### config.mk
export PLATFORM = sky130hd
export DESIGN_NAME = product_bcd_converter
export DESIGN_NICKNAME = d
export VERILOG_FILES = /design/src/rtl/bcd_pkg.sv /design/src/rtl/bcd_adjust.sv /design/src/rtl/product_bcd_converter.sv
export SDC_FILE = /design/constraint.sdc
export NUM_CORES = 1
export LEC_CHECK = 0
export CAP_MARGIN = 40
export CORE_MARGIN = 2
export CORE_UTILIZATION = 30
export DETAILED_ROUTE_END_ITERATION = 7
export PLACE_DENSITY = 0.45
export SYNTH_ARGS = -nofsm -noshare
export SYNTH_HDL_FRONTEND = slang
export SYNTH_SLANG_ARGS = --single-unit
### constraint.sdc
create_clock -name Clk -period 2.8 [get_ports Clk]
set_input_delay 0.7 -clock Clk [delete_from_list [all_inputs] [get_ports Clk]]
set_output_delay 0.7 -clock Clk [all_outputs]
set_load 0.05 [all_outputs]
### src/rtl/bcd_pkg.sv
// Shared types and constants for the signed-product to BCD converter.
package bcd_pkg;
   localparam int DEFAULT_WIDTH     = 16;
   localparam int DEFAULT_DIGITS    = 5;
   localparam int BCD_ADJ_THRESHOLD = 5;
   localparam int BCD_ADJ_ADD       = 3;

   typedef enum logic [1:0] {IDLE, SHIFT, DONE} state_e;
endpackage

### src/rtl/bcd_adjust.sv
// Double-dabble digit correction: a nibble of 5 or more gets 3 added before the shift.
module bcd_adjust
   import bcd_pkg::*;
(
   input  logic [3:0] din,
   output logic [3:0] dout
);
   always_comb begin
      dout = din;
      if (din >= 4'(BCD_ADJ_THRESHOLD)) dout = din + 4'(BCD_ADJ_ADD);
   end
endmodule

### src/rtl/product_bcd_converter.sv
// Sequential double-dabble conversion of a signed product into sign + BCD digits,
// one product bit per clock, with a Start/Busy/Done handshake.
module product_bcd_converter
   import bcd_pkg::*;
#(
   parameter int WIDTH  = DEFAULT_WIDTH,
   parameter int DIGITS = DEFAULT_DIGITS
) (
   input  logic                  Clk,
   input  logic                  Reset,
   input  logic                  Start,
   input  logic [WIDTH-1:0]      Product,
   output logic                  Busy,
   output logic                  Done,
   output logic                  Valid,
   output logic                  Neg,
   output logic [4*DIGITS-1:0]   Digits
);
   localparam int CW = $clog2(WIDTH + 1);
   localparam int BW = 4 * DIGITS;

   state_e           state_q, state_d;
   logic [CW-1:0]    cnt_q, cnt_d;
   logic [WIDTH-1:0] mag_q, mag_d;
   logic [BW-1:0]    bcd_q, bcd_d, bcd_adj;
   logic             sign_q, sign_d;
   logic [BW-1:0]    digits_q, digits_d;
   logic             neg_q, neg_d;
   logic             valid_q, valid_d;

   bcd_adjust u_adj [DIGITS-1:0] (
      .din  (bcd_q),
      .dout (bcd_adj)
   );

   always_comb begin
      state_d  = state_q;
      cnt_d    = cnt_q;
      mag_d    = mag_q;
      bcd_d    = bcd_q;
      sign_d   = sign_q;
      digits_d = digits_q;
      neg_d    = neg_q;
      valid_d  = valid_q;
      case (state_q)
         IDLE: begin
            if (Start) begin
               // Negating the most negative value wraps back to itself, which read
               // unsigned is exactly its magnitude, so WIDTH bits are enough.
               mag_d   = Product[WIDTH-1] ? (~Product + WIDTH'(1)) : Product;
               sign_d  = Product[WIDTH-1];
               bcd_d   = '0;
               cnt_d   = CW'(WIDTH);
               valid_d = 1'b0;
               state_d = SHIFT;
            end
         end
         SHIFT: begin
            {bcd_d, mag_d} = {bcd_adj, mag_q} << 1;
            cnt_d = cnt_q - CW'(1);
            if (cnt_q == CW'(1)) begin
               digits_d = bcd_d;
               neg_d    = sign_q;
               valid_d  = 1'b1;
               state_d  = DONE;
            end
         end
         DONE:    state_d = IDLE;
         default: state_d = IDLE;
      endcase
   end

   always_ff @(posedge Clk or negedge Reset) begin
      if (!Reset) begin
         state_q  <= IDLE;
         cnt_q    <= '0;
         mag_q    <= '0;
         bcd_q    <= '0;
         sign_q   <= 1'b0;
         digits_q <= '0;
         neg_q    <= 1'b0;
         valid_q  <= 1'b0;
      end else begin
         state_q  <= state_d;
         cnt_q    <= cnt_d;
         mag_q    <= mag_d;
         bcd_q    <= bcd_d;
         sign_q   <= sign_d;
         digits_q <= digits_d;
         neg_q    <= neg_d;
         valid_q  <= valid_d;
      end
   end

   assign Busy   = (state_q == SHIFT);
   assign Done   = (state_q == DONE);
   assign Valid  = valid_q;
   assign Neg    = neg_q;
   assign Digits = digits_q;
endmodule
==> results.md <==
- DR pass1 iterations: 4
- WL final: roughly 7900 um
- Slew at the pin closest to its max-slew limit: between 0.5 and 0.6 ns
- Post-Syn Nets: about 380
- Grt ovf: 0
- Remaining routing DRC violations: 0
- Warnings from Yosys: 0
- Via count: 2696
- Combined area of the multi-input logic cells: about 1700 um2
- Row count: 39
- P_leak: about 1.9 nW
- Place WS: approximately 0.16 ns
- Maximum net fanout on the critical path: 4
- RSZ-0062 raised after global routing: no
- Die Footprint: approximately 12000 um2
- Cell taking the most area after synthesis: dfrtp_1
- Layout overhead on the synthesized area: 26.34%
- WHS: approximately 0.4 ns
- Final worst slack: 0.3412 ns
- Post-synthesis cell type count: 44
- Root Buffer: clkbuf_16
- Final setup violation count: 0
- Num CTS Buffers: 9
- Core area: 11370 um2
- Synth Instances: roughly 350
- Mapped cell area: between 3000 and 4000 um2
- I/O pin cnt: between 40 and 50
- Setup tns final: 0 ns
- Hold WC Path Type: in -> async
- Crit path DAT: 1.76 ns
- Routed wire per std cell: around 14 um
- FF+latch count, synth: 66
- Total Power: ~5.3 mW
- CTS sink count: 66
- Main flop type after synthesis: dfrtp_1
- Clock latency on the worst-skew pair: 0.32 ns
- Tot GR Track Use: 13.58%
- Initial core utilization: between 30% and 40%
- Reg-to-Reg End: Neg
- Tcrit/Tclk final: roughly 88%
- Vias/cell: between 4 and 5
- Post-synth EDFFs: 0
- Maximum number of pins on one net before global-route repair: 67
- Vias in the first global route: between 2000 and 3000
- CP required: ~2.1 ns
- Final antenna-violating net count: 0
- Fmax: a little over 0.4 GHz
- Initial antenna violation count: 0
- Outcome: finished clean
- Setup crit end kind: output port
- Nets: between 400 and 500
- Max-cap violations: 0
- IO buf count: 42
- # fillers: about 1200
- GP Congestion: 0.7220
- Htree depth: 3
- Hpwl dp: 5538 um
- RR Startpoint: cnt_q[0]
- Hold Vio Cnt, Final: 0
- Area share of the largest cell type after synthesis: a little under half
- Post-synth ARST share: 100.0%
- CP Class: reg -> out
- CTS max path bufs: 2
- Diode count: 0
- Fin util: 38.58%
- Layout cells sized above 1: 14.00%
- Initial DRC Count: between 90 and 100
- Slew margin rel.: between 60% and 70%
- Global-route wire length before repair: approximately 14000 um
- Final clock skew: approximately 0.0065 ns
- Pwr per Cell Area: 1200 nW/um2
- Die width: 111.6 um
- Die extent in y: 111.6 um
- Worst R2R Path Depth: 5
- Minimum clock period: 2.459 ns
- Synth top area cells: dfrtp_1 (48%), o21ai_0 (7.8%), ha_1 (4.7%)
- Setup Buffers After CTS: 0
- CTS tree: done
- Critical Path Start Type: flip-flop
- Max IR drop VDD: 568.3 uV
- Post-CTS sizing: 0
- Max-slew violation count: 0
- Sequential area share after synthesis: 47.57%
- CTS Hold Buffers Added: 0
- Syn Area/Cell: approximately 9.9 um2
- Worst-path clk slew: roughly 0.05 ns
- Sequential Area: about 1700 um2
- Reg2Reg Setup Slack: roughly 1.1 ns
-- report_power, final --
| group | internal, mW | switching (mW) |
|---|---|---|
| Clock | 0.637 | 0.385 |
| Sequential | 1.40 | 0.326 |
| Combinational | 0.974 | 1.54 |
| Total | 3.01 | 2.25 |
-- cells in the mapped netlist, types with 3 or more instances --
library cell / instances
clkbuf_1: 13
a22oi_1: 11
nor3b_1: 6
buf_6: 3
nor2b_1: 5
or4_1: 5
nand2b_1: 6
o31ai_1: 4
a21oi_1: 16
mux2_2: 7
a31oi_1: 5
dfrtp_1: 66
inv_1: 14
nand3_1: 20
nand2_1: 35
o211ai_1: 3
nor3_1: 6
xnor2_1: 6
mux2i_1: 6
or3b_2: 6
xor2_1: 7
o21ai_1: 5
ha_1: 13
nor2_1: 5
o21ai_0: 54
-- critical path, stage by stage, from the launching register on --
cell             delay (ns)
dfrtp_1                0.40
nor2b_1                0.20
clkdlybuf4s50_1        0.84
-- registers in the layout, indices dropped and copies added (netlist names) --
name     cells
Digits      20
bcd_q       20
mag_q       16
cnt_q        5
state_q      2
Neg          1
Valid        1
sign_q       1
-- metal layers --
metal	routed length (um)	track usage, %	vias to the layer above
li1	-	-	1363
met1	3964	19.01	1298
met3	229	3.484	4
met4	10	2.963	0
met5	0	0	-
met2	3724	21.34	31
-- worst max path at each step --
| stage | startpoint | slack (ns) | to | cells after the start |
|---|---|---|---|---|
| global route | state_q[0] | 0.31 | Done | 2 |
| detailed placement | Product[7] | 0.16 | mag_q[10] | 5 |
| finish | state_q[0] | 0.34 | Done | 2 |
| CTS | state_q[0] | 0.32 | Done | 2 |
| global placement | Product[2] | 0.19 | mag_q[7] | 5 |
| floorplan | Product[6] | 0.77 | mag_q[13] | 5 |
-- stage by stage --
step	std cells	instance area [um2]
final	550	4387
after global routing	550	4387
after CTS	550	4387
after detailed placement	535	4115
after global placement	534	4108
after floorplan	351	3472
-- kinds of logic (layout without fill, tap and decap cells) --
kind of cell | after synthesis | after routing | share of synthesized area, %
flops | 66 | 66 | 47.57
buf+inv | 34 | 90 | 4.649
mux | 13 | 13 | 4.000
simple gates | 108 | 108 | 18.13
xor+xnor | 13 | 13 | 3.279
fa+ha+maj | 13 | 13 | 4.685
compound gates | 104 | 104 | 17.69
-- cell usage in the layout (no fill, tap or decap), types with 5 or more instances in the layout --
| master | synthesis | final |
|---|---|---|
| nor2_1 | 5 | 5 |
| inv_1 | 14 | 14 |
| o21ai_1 | 5 | 5 |
| xor2_1 | 7 | 7 |
| o21ai_0 | 54 | 54 |
| buf_4 | 0 | 16 |
| dfrtp_1 | 66 | 66 |
| clkbuf_16 | 0 | 9 |
| or4_1 | 5 | 5 |
| nor3_1 | 6 | 6 |
| nand2_1 | 35 | 35 |
| nand2b_1 | 6 | 6 |
| nor2b_1 | 5 | 5 |
| mux2i_1 | 6 | 6 |
| nand3_1 | 20 | 20 |
| mux2_2 | 7 | 7 |
| xnor2_1 | 6 | 6 |
| or3b_2 | 6 | 6 |
| a31oi_1 | 5 | 5 |
| clkdlybuf4s50_1 | 0 | 40 |
| a22oi_1 | 11 | 11 |
| a21oi_1 | 16 | 16 |
| ha_1 | 13 | 13 |
| nor3b_1 | 6 | 6 |
-- final cells by class --
class,count,share of cell area (%)
clock inverter,3,0.3423
inverter,16,1.369
tap,143,4.079
multi-input combinational,251,37.82
timing repair buffer,59,12.89
sequential,66,37.65
clock buffer,12,5.847
(Power assumes the default switching activity.)
